[config.mk]
export PLATFORM = sky130hd
export DESIGN_NAME = seven_seg_scan_ctrl
export DESIGN_NICKNAME = d
export VERILOG_FILES = /design/src/rtl/seven_seg_pkg.sv /design/src/rtl/hex_to_seg.sv /design/src/rtl/seven_seg_scan_ctrl.sv
export SDC_FILE = /design/constraint.sdc
export NUM_CORES = 1
export LEC_CHECK = 0
export CAP_MARGIN = 30
export CORE_MARGIN = 2
export CORE_UTILIZATION = 55
export DETAILED_ROUTE_END_ITERATION = 7
export DONT_BUFFER_PORTS = 1
export PLACE_DENSITY = 0.78
export SLEW_MARGIN = 20
export SYNTH_ARGS = -nofsm -noshare
export SYNTH_HDL_FRONTEND = slang
export SYNTH_HIERARCHICAL = 1
export SYNTH_SLANG_ARGS = --single-unit
[constraint.sdc]
create_clock -name clk_100mHz_in -period 7.2 [get_ports clk_100mHz_in]
set_clock_uncertainty 0.15 [all_clocks]
set_input_delay 1.44 -clock clk_100mHz_in [delete_from_list [all_inputs] [get_ports clk_100mHz_in]]
set_output_delay 1.44 -clock clk_100mHz_in [all_outputs]
set_load 0.02 [all_outputs]
[src/rtl/seven_seg_pkg.sv]
// Shared types and constants for the multiplexed seven-segment display blocks.
package seven_seg_pkg;

    localparam int NUM_DIGITS = 8;

    typedef enum logic {
        ST_BLANK = 1'b0,
        ST_DRIVE = 1'b1
    } scan_state_t;

    // One complete display set: what is shown, which points are lit, which digits are on.
    typedef struct packed {
        logic [31:0] value;
        logic [7:0]  dp;
        logic [7:0]  en;
    } disp_set_t;

    localparam disp_set_t DISP_RESET = '{value: 32'h0, dp: 8'h00, en: 8'hFF};

    // Active-low glyphs, bit order {g,f,e,d,c,b,a}.
    localparam logic [6:0] SEG_0     = 7'h40;
    localparam logic [6:0] SEG_1     = 7'h79;
    localparam logic [6:0] SEG_2     = 7'h24;
    localparam logic [6:0] SEG_3     = 7'h30;
    localparam logic [6:0] SEG_4     = 7'h19;
    localparam logic [6:0] SEG_5     = 7'h12;
    localparam logic [6:0] SEG_6     = 7'h02;
    localparam logic [6:0] SEG_7     = 7'h78;
    localparam logic [6:0] SEG_8     = 7'h00;
    localparam logic [6:0] SEG_9     = 7'h10;
    localparam logic [6:0] SEG_A     = 7'h08;
    localparam logic [6:0] SEG_B     = 7'h03;
    localparam logic [6:0] SEG_C     = 7'h46;
    localparam logic [6:0] SEG_D     = 7'h21;
    localparam logic [6:0] SEG_E     = 7'h06;
    localparam logic [6:0] SEG_F     = 7'h0E;
    localparam logic [6:0] SEG_BLANK = 7'h7F;

endpackage

[src/rtl/hex_to_seg.sv]
// Hex nibble to active-low seven-segment glyph.
// Latency: combinational. Backpressure: none.
// Shared by every display block that needs a hex glyph.
module hex_to_seg
    import seven_seg_pkg::*;
(
    input  logic [3:0] hex,
    output logic [6:0] seg_n
);

    always_comb begin
        seg_n = SEG_BLANK;
        case (hex)
            4'h0: seg_n = SEG_0;
            4'h1: seg_n = SEG_1;
            4'h2: seg_n = SEG_2;
            4'h3: seg_n = SEG_3;
            4'h4: seg_n = SEG_4;
            4'h5: seg_n = SEG_5;
            4'h6: seg_n = SEG_6;
            4'h7: seg_n = SEG_7;
            4'h8: seg_n = SEG_8;
            4'h9: seg_n = SEG_9;
            4'hA: seg_n = SEG_A;
            4'hB: seg_n = SEG_B;
            4'hC: seg_n = SEG_C;
            4'hD: seg_n = SEG_D;
            4'hE: seg_n = SEG_E;
            4'hF: seg_n = SEG_F;
            default: seg_n = SEG_BLANK;
        endcase
    end

endmodule

[src/rtl/seven_seg_scan_ctrl.sv]
// Eight-digit multiplexed seven-segment scanner with frame-aligned double-buffered loads.
// Latency: all display outputs registered, one cycle behind the scan state.
// Backpressure: none; load_req always accepted, last request before the frame boundary wins.
module seven_seg_scan_ctrl
    import seven_seg_pkg::*;
#(
    parameter int SLOT_CYCLES  = 5000,
    parameter int BLANK_CYCLES = 100
) (
    input  logic        clk_100mHz_in,
    input  logic        reset,
    input  logic [31:0] value_in,
    input  logic [7:0]  dp_in,
    input  logic [7:0]  digit_en_in,
    input  logic        load_req,
    output logic        load_ack,
    output logic [7:0]  an_n,
    output logic [6:0]  seg_n,
    output logic        dp_n,
    output logic        frame_start
);

    localparam logic [15:0] SLOT_LAST  = 16'(SLOT_CYCLES - 1);
    localparam logic [15:0] BLANK_LAST = 16'(BLANK_CYCLES - 1);
    localparam logic [2:0]  DIGIT_LAST = 3'(NUM_DIGITS - 1);

    logic [15:0] slot_cnt;
    logic [2:0]  digit_idx;
    scan_state_t state;

    disp_set_t   load_set;
    disp_set_t   stage_set;
    disp_set_t   act_set;
    logic        pending;
    logic        committed;

    logic        slot_wrap;
    logic        commit_pt;
    logic [6:0]  dec_seg_n;

    assign slot_wrap = (slot_cnt == SLOT_LAST);
    assign commit_pt = slot_wrap && (digit_idx == DIGIT_LAST);
    assign load_set  = '{value: value_in, dp: dp_in, en: digit_en_in};

    always_ff @(posedge clk_100mHz_in or posedge reset) begin
        if (reset) begin
            slot_cnt  <= '0;
            digit_idx <= '0;
            state     <= ST_BLANK;
        end else begin
            if (slot_wrap) begin
                slot_cnt  <= '0;
                digit_idx <= digit_idx + 3'd1;
                state     <= ST_BLANK;
            end else begin
                slot_cnt <= slot_cnt + 16'd1;
                if (slot_cnt == BLANK_LAST) begin
                    state <= ST_DRIVE;
                end
            end
        end
    end

    // The active set only moves at the digit-7 -> digit-0 wrap, so a frame never mixes values.
    // A request landing exactly on that boundary skips staging and goes live immediately.
    always_ff @(posedge clk_100mHz_in or posedge reset) begin
        if (reset) begin
            stage_set <= DISP_RESET;
            act_set   <= DISP_RESET;
            pending   <= 1'b0;
            committed <= 1'b0;
        end else begin
            committed <= commit_pt && (pending || load_req);
            if (load_req) begin
                stage_set <= load_set;
            end
            if (commit_pt) begin
                if (load_req) begin
                    act_set <= load_set;
                end else if (pending) begin
                    act_set <= stage_set;
                end
                pending <= 1'b0;
            end else if (load_req) begin
                pending <= 1'b1;
            end
        end
    end

    hex_to_seg u_hex_to_seg (
        .hex   (act_set.value[{digit_idx, 2'b00} +: 4]),
        .seg_n (dec_seg_n)
    );

    // load_ack is taken from a delayed commit flag so it lands on the same cycle as frame_start.
    always_ff @(posedge clk_100mHz_in or posedge reset) begin
        if (reset) begin
            an_n        <= 8'hFF;
            seg_n       <= SEG_BLANK;
            dp_n        <= 1'b1;
            frame_start <= 1'b0;
            load_ack    <= 1'b0;
        end else begin
            frame_start <= (slot_cnt == 16'd0) && (digit_idx == 3'd0);
            load_ack    <= committed;
            if ((state == ST_DRIVE) && act_set.en[digit_idx]) begin
                an_n  <= ~(8'b1 << digit_idx);
                seg_n <= dec_seg_n;
                dp_n  <= ~act_set.dp[digit_idx];
            end else begin
                an_n  <= 8'hFF;
                seg_n <= SEG_BLANK;
                dp_n  <= 1'b1;
            end
        end
    end

endmodule

Word-level counts from Yosys, hierarchy flattened. Memories as Yosys holds them, arrays and structs flattened. Cells that the tools add are included.

$add $sub $neg: 2. $mul: 0. Div/mod/pow operators: 0. $lt $le $gt $ge: 1. Equal/unequal tests: 3. Shift-type cells: 2. Mux-type cells: 14. Bitwise gates (word level): 2. Reductions and logical operators: 11.

Operators with widths (number): $mux W48 (2); $shiftx A32 B6 Y4 (1); $add A16 B1 Y16 const B (1); $eq A16 B13 Y1 const B (1); $eq A16 B7 Y1 const B (1); $logic_not A16 Y1 (1); $mux W16 (1); $mux W8 (1); $not A8 Y8 (1); $shl A1 B3 Y8 const A (1); $mux W1 (7); $mux W7 (1); $bmux W1 S3 (2); $reduce_bool A2 Y1 (3); $logic_and A1 B1 Y1 (4); $lt A3 B4 Y1 const B (1); $add A3 B1 Y3 const B (1); $eq A3 B3 Y1 const B (1); $logic_not A3 Y1 (1); $reduce_and A2 Y1 (1); $logic_or A1 B1 Y1 (1); $not A1 Y1 (1).

Bits in registers: 136. Bits in latches: 0. RAM bits: 0. ROM bits: 112. Input bits: 51. Output and inout port bits: 18. Logic and storage cells: 52. Memories: 1.

Memories: (no name shown) (depth 16, bits a word 7, rd ports 1, clocked after Yosys merged registers in 0, wr ports 0, line hex_to_seg.sv:13) `case (hex)`.

Longest topological paths before layout. Gate-level depths: netlist of the first run.

Depth in word-level cells: 4. Mapped depth: 10. Gate-level depth less buffers: 9.

By module. Netlist of the first run, hierarchy kept.

Modules (own cells, without submodules): seven_seg_scan_ctrl (instances 1, cells an instance 377, area each 5604.1 um^2, seq. area each 3443.3 um^2); hex_to_seg (instances 1, cells an instance 35, area each 271.5 um^2, seq. area each 0.0 um^2).

Worst setup path before layout of the first run. No wires, ideal clock.

Kind: input to register. Start: input port load_req. End: register act_set[10] (netlist bit). Library setup time: 0.125 ns. Data arrival time: 2.742 ns. Data required time: 6.925 ns. Slack: 4.183 ns. Stages on the path: 4. Path buffers: 2. Cells stage by stage: buf_1 > buf_1 > mux2_2 > mux2_2.

Word-level cells in the longest chain between the ends: 2. Elaborated cells between the ends (all ways): 3. Those cells by class: mux (1); reduce/logical (2).

RTL lines: start, declared (line seven_seg_scan_ctrl.sv:15) `input logic load_req,`; $reduce_bool A2 Y1 (no source line); $reduce_and A2 Y1 (no source line); end signal, assigned (line seven_seg_scan_ctrl.sv:79) `act_set <= load_set;`; end signal, assigned (line seven_seg_scan_ctrl.sv:81) `act_set <= stage_set;`; end, declared (line seven_seg_scan_ctrl.sv:33) `disp_set_t act_set;`.

Several ways; a longest one is shown, not always the timed one. A chain may end at the register's enable or synchronous reset.

Worst setup path after layout of the first run.
Start: register slot_cnt[13]. End: register act_set[37] (netlist bit).

Word-level cells in the longest chain between the ends: 3.

RTL lines: start, declared (line seven_seg_scan_ctrl.sv:27) `logic [15:0] slot_cnt;`; start signal, assigned (line seven_seg_scan_ctrl.sv:56) `slot_cnt <= slot_cnt + 16'd1;`; $eq A16 B13 Y1 (line seven_seg_scan_ctrl.sv:41) `assign slot_wrap = (slot_cnt == SLOT_LAST);`; $logic_and A1 B1 Y1 (line seven_seg_scan_ctrl.sv:42) `assign commit_pt = slot_wrap && (digit_idx == DIGIT_LAST);`; $reduce_and A2 Y1 (no source line).

No other way between the ends.

==> run summary, run 1 <==
Half-perimeter wire length after placement: 6.78 mm
Placed Cells: 530
Post-Syn Nets: 479
Run status: complete, no violations
Layout area overhead: 12.5%
Post-Synth XOR/XNOR Area: 0.0164
Mean Syn Cell Area: 14.3 um^2
Period utilization: 0.452
Data required, critical path: 7.45 ns
CP max FO: 32
Synth Area in Compound Gates: 0.0243
Post-synth EDFFs: 0
Post-synthesis mux area share: 0.237
Routed Antenna Nets: 0
Placer Congestion: 0.785
CP Class: flip-flop to flip-flop
Final min period: 3.25 ns
Max_cap viols: 0
Core area: 10400 um^2
Peak supply drop: 0.000134 V
Final hold violation count: 0
Leak pwr: 2.95 nW
Clock root cell: clkbuf_8
# setup viols final: 0
Share of post-route cells with drive strength above 1: 0.425
Tightest Hold Check Type: flip-flop to flip-flop
CTS H-tree lvls: 4
CTS tree: done
Critical path buffer and inverter count: 1
Number of port buffers: 0
Worst path slowest cell: nor4_4
Reg2Reg Launch Point: slot_cnt[13]
TritonCTS Buffers: 17
Clock-pin slew on the worst setup and hold paths: 0.06 ns
Cells after Synth: 412
GRT Util Overall: 0.200
Antenna violations before repair: 0
Drt initial violations: 173
Synth Area in Adders: 0.0341
Synth Warn #: 6
WL/cell: 18.4 um
Largest net degree at the start of global routing: 79
Hold-fix buffer count after cts: 0
Critical Path Sink Type: flip-flop
Non-Filler Instances: 564
Clock buffer depth: 2
Worst Setup Start Kind: flip-flop
Ant diodes: 0
Synthesized area: 5880 um^2
Die area: 11500 um^2
Post-CTS Resized: 0
Synth Flop Type: dfrtp_1
Min Hold Slack: 0.216 ns
Final Max Slew Viols: 0
Commonest cells after routing, fill and taps aside: dfrtp_1, mux2_2, nand2_1
Worst Tran Pin Value: 0.772 ns
Global-route wire length before repair: 17.4 mm
Max Clk Rate: 307 MHz
Simple-gate share of the synthesized area: 0.0741
Routed WL: 10.4 mm
CP Cell Sequence: or4_4 -> nor4_4 -> and3b_2 -> buf_12 -> mux2_2
Setup Buffers After CTS: 0
Vias in the first global route: 3332
Slew margin rel.: 0.481
Vias/cell: 5.61
Largest family of logic cells by synthesized area: multiplexers
Final core occ: 0.638
Die W: 107 um
Worst-skew pair later-pin latency: 0.52 ns
Setup TNS: 0 ns
WP data arrival: 3.50 ns
Async SR Flop Fraction: 1.00
IO Pins: 69
Site row count: 37
Post-route DRC: 0
Drt pass-1 iters: 4
Reg2Reg Setup Slack: 3.95 ns
Unrepaired setup endpoints after global routing: no
Yosys reg bits: 136
Worst R2R Path Depth: 5
Power density over cell area: 266 nW/um^2
Grt ovf: 0
Commonest non-fill, non-tap cell in the layout: dfrtp_1
Worst path top cell family by delay: simple AND/OR/NAND/NOR gates
RR Endpoint: act_set[37]
Sequential fraction of the synthesis area: 0.586
Number of clock sinks: 136
DR vias: 3166
Post-synthesis cell type count: 49
Worst hold stages: 0
Initial core utilization: 0.567
Number of nets in the layout: 482
Die H: 107 um
CP max stage delay: 0.73 ns
WHS Endpoint: load_ack
Min-delay src: committed
==> metal layers <==
metal | track usage | routed length, um | part of all wire | vias up
met5 | 0 | 0 | 0 | -
met4 | 0.0824 | 167 | 0.016 | 0
met3 | 0.0569 | 538 | 0.052 | 16
met2 | 0.319 | 5100 | 0.49 | 82
met1 | 0.261 | 4550 | 0.44 | 1616
li1 | - | - | - | 1452
==> cells by family (layout without fill, tap and decap cells) <==
kind of cell / count (synthesis) / after routing
xor gates and xnor gates: 11 / 11
muxes: 112 / 112
adders and majority gates: 16 / 16
and+or+nand+nor: 83 / 83
buffers and inverters: 31 / 47
AOI/OAI and AO/OA: 23 / 23
DFF: 136 / 136
==> worst reg2reg max path, stage by stage (launching register included) <==
cell and delay, ns:
dfrtp_1 0.42, or4_4 0.56, nor4_4 0.73, and3b_2 0.62
buf_12 0.27, mux2_2 0.39
==> metrics by stage <==
step	setup WS, ns	total power, mW	area, um^2
floorplan	2.02	0.860	5880
global placement	3.81	0.870	5940
detailed placement	3.98	0.873	5960
CTS	3.95	1.77	6580
global route	3.81	1.81	6610
finish	3.95	1.76	6610
==> where the power goes <==
part	switching [mW]	internal, mW
combinational	0.0307	0.0268
clock	0.317	0.580
sequential	0.00679	0.795
total	0.354	1.40
==> registers in the layout, summed over array words and instances, names as in the netlist <==
signal and cells:
act_set 48, an_n 8, committed 1, digit_idx 3
dp_n 1, frame_start 1, load_ack 1, pending 1
seg_n 7, slot_cnt 16, stage_set 48, state 1
==> synthesized netlist by cell type (all sizes together), types with 6 or more instances <==
cell type  number  area (um^2)
mux4           12          270
mux2           97         1090
ha             16          200
xnor2           6         52.6
dfstp          32          841
nand2          35          139
o21ai          11         58.8
dfrtp         104         2600
inv            10         40.0
buf            15          103
nor2           10         37.5
or2             8         50.1
==> layout make-up <==
| class | count | area [um^2] |
|---|---|---|
| Sequential cell | 136 | 3440 |
| Timing Repair Buffer | 4 | 62.6 |
| Multi-Input combinational cell | 245 | 2270 |
| Tap cell | 136 | 170 |
| Inverter | 11 | 48.8 |
| Clock inverter | 12 | 174 |
| Clock buffer | 20 | 445 |
| Fill cell | 757 | 3760 |
==> how the worst max path moves through the flow <==
| stage | startpoint | cells past startpoint | endpoint |
|---|---|---|---|
| 2_1_floorplan | reset | 1 | act_set[10] |
| 4_1_cts | slot_cnt[13] | 5 | act_set[37] |
| 5_1_grt | slot_cnt[13] | 5 | act_set[37] |
| 3_3_place_gp | slot_cnt[11] | 4 | act_set[36] |
| 6_report | slot_cnt[13] | 5 | act_set[37] |
| 3_5_place_dp | slot_cnt[13] | 5 | act_set[37] |
(Power assumes the default switching activity.)
==> run 2: changes to the inputs <==
==> constraint.sdc (replaced) <==
create_clock -name clk_100mHz_in -period 3.4 [get_ports clk_100mHz_in]
set_clock_uncertainty 0.15 [all_clocks]
set_input_delay 0.68 -clock clk_100mHz_in [delete_from_list [all_inputs] [get_ports clk_100mHz_in]]
set_output_delay 0.68 -clock clk_100mHz_in [all_outputs]
set_load 0.02 [all_outputs]
==> run 2 against run 1 <==
Sequential share of layout area rose by 0.21 points. Fmax rose by 21%. Combinational power rose by 110%. Worst hold slack got worse by 0.19 ns. Core utilization fell by 0.25 points. Routed wire length rose by 3.2%. Register-to-register slack got worse by 3.2 ns. Total power rose by 100%. Worst setup slack got worse by 3.2 ns. First-iteration DRC count fell by 0.58%. Largest power group unchanged.
==> run summary, run 2 (synthesized netlist as in run 1, its figures left out) <==
Run status: complete, no violations
Commonest non-fill, non-tap cell in the layout: dfrtp_1
Met2 Use GR: 0.313
Power, Total: 3.55 mW
Placer Congestion: 0.865
Vias/cell: 5.70
Die area: 11500 um^2
Hold-fix buffer count after cts: 0
# setup viols final: 0
Routed WL: 10.7 mm
Drt pass-1 iters: 4
Final hold violation count: 0
Final Max Slew Viols: 0
Post-route DRC: 0
RR Endpoint: seg_n[3]
Fillers: 750
Unrepaired setup endpoints after global routing: no
Share of post-route cells with drive strength above 1: 0.432
GRT Util Overall: 0.209
Global-route wire length before repair: 17.9 mm
Period utilization: 0.789
CP max stage delay: 0.65 ns
Power density over cell area: 539 nW/um^2
Core area: 10400 um^2
Max Clk Rate: 373 MHz
Most Crowded Layer GR: met2
Leak pwr: 2.92 nW
Routed Antenna Nets: 0
Top Registers: act_set: 48 flops, stage_set: 48 flops, slot_cnt: 16 flops
WL/cell: 18.8 um
Setup ws final: 0.716 ns
Worst R2R Path Depth: 7
CTS tree: done
IO Pins: 69
Clock buffer depth: 2
Data required, critical path: 3.70 ns
Post-CTS Resized: 0
Die H: 107 um
Worst path top cell family by delay: simple AND/OR/NAND/NOR gates
Setup TNS: 0 ns
Worst Setup Start Kind: flip-flop
Worst Tran Pin Value: 0.824 ns
Initial core utilization: 0.567
Worst path slowest cell: dfrtp_1
CP Cell Sequence: mux4_2 -> nand2_1 -> nand2_1 -> or2_1 -> a21oi_1 -> a31oi_1 -> or2_2
Reg2Reg Launch Point: digit_idx[0]
Number of nets in the layout: 485
CTS H-tree lvls: 4
TritonCTS Buffers: 17
Non-Filler Instances: 567
Reg2Reg Setup Slack: 0.72 ns
Commonest cells after routing, fill and taps aside: dfrtp_1, mux2_2, nand2_1
Critical Path Sink Type: flip-flop
Worst slack at placement: 0.714 ns
Tightest Hold Check Type: input pin to async pin
Beginning of the critical path: digit_idx[0]
Site row count: 37
Final min period: 2.68 ns
WP data arrival: 2.99 ns
Final core occ: 0.635
Setup Buffers After CTS: 0
Ant diodes: 0
Number of clock sinks: 136
DR vias: 3233
Met1 usage: 0.288
Clock root cell: clkbuf_8
Worst-skew pair later-pin latency: 0.53 ns
Placed Cells: 535
Die W: 107 um
Vias in the first global route: 3387
Half-perimeter wire length after placement: 7.26 mm
Antenna violations before repair: 1
CP max FO: 13
Number of port buffers: 0
GR Util met3: 0.0720
Peak supply drop: 0.000290 V
Max_cap viols: 0
Most frequent CP cell: nand2_1
Clock-pin slew on the worst setup and hold paths: 0.06 ns
Layout area overhead: 12.1%
Critical path buffer and inverter count: 0
Largest net degree at the start of global routing: 52
Drt initial violations: 172
Grt ovf: 0
CP Class: flip-flop to flip-flop
Slew margin rel.: 0.450
==> run 2: changes by cell type in the layout (fill, tap and decap cells not counted), sizes merged <==
cell,delta
inv,+6
bufinv,-3
clkinvlp,+4
clkbuf,-2
clkinv,-5
buf,+3
==> run 2: final cells by class <==
type / instances / area (um^2) / area share
Sequential cell: 136 / 3440 / 0.523
Clock buffer: 18 / 428 / 0.0650
Inverter: 11 / 47.5 / 0.00722
Timing Repair Buffer: 7 / 90.1 / 0.0137
Clock inverter: 14 / 139 / 0.0211
Tap cell: 136 / 170 / 0.0258
Multi-Input combinational cell: 245 / 2270 / 0.344
==> run 2: worst reg2reg max path, delay by kind of cell (launching register included) <==
kind	cells	cell delay, ns
AO/OA/AOI/OAI	2	0.18
flip-flops	1	0.65
multiplexers	1	0.57
AND/OR/NAND/NOR	4	1.07
==> run 2: metal layers <==
layer,part of all wire,routed length [um]
met1,0.45,4780
met2,0.48,5080
met3,0.060,642
met4,0.015,161
met5,0.0014,15
==> run 2: worst max path at each step <==
stage          slack, ns          end  depth (start not counted)
3_3_place_gp        0.80  act_set[24]                          6
4_1_cts             0.67     seg_n[3]                          7
5_1_grt             0.51     seg_n[3]                          7
6_report            0.72     seg_n[3]                          7
3_5_place_dp        0.71     seg_n[3]                          7
2_1_floorplan       0.80     seg_n[0]                          9
==> run 2: per-stage QoR <==
stage / hold WS (ns) / instance area [um^2]
after global routing: 0.0690 / 6590
after floorplan: 0.181 / 5880
final: 0.0216 / 6590
after detailed placement: 0.186 / 6020
after CTS: 0.0342 / 6590
after global placement: 0.185 / 6020
==> run 2: report_power, final <==
part | total, mW | leakage [nW] | switching (mW) | internal [mW]
clock | 1.73 | 0.266 | 0.725 | 1.01
combinational | 0.122 | 0.979 | 0.0643 | 0.0579
sequential | 1.70 | 1.68 | 0.0153 | 1.68
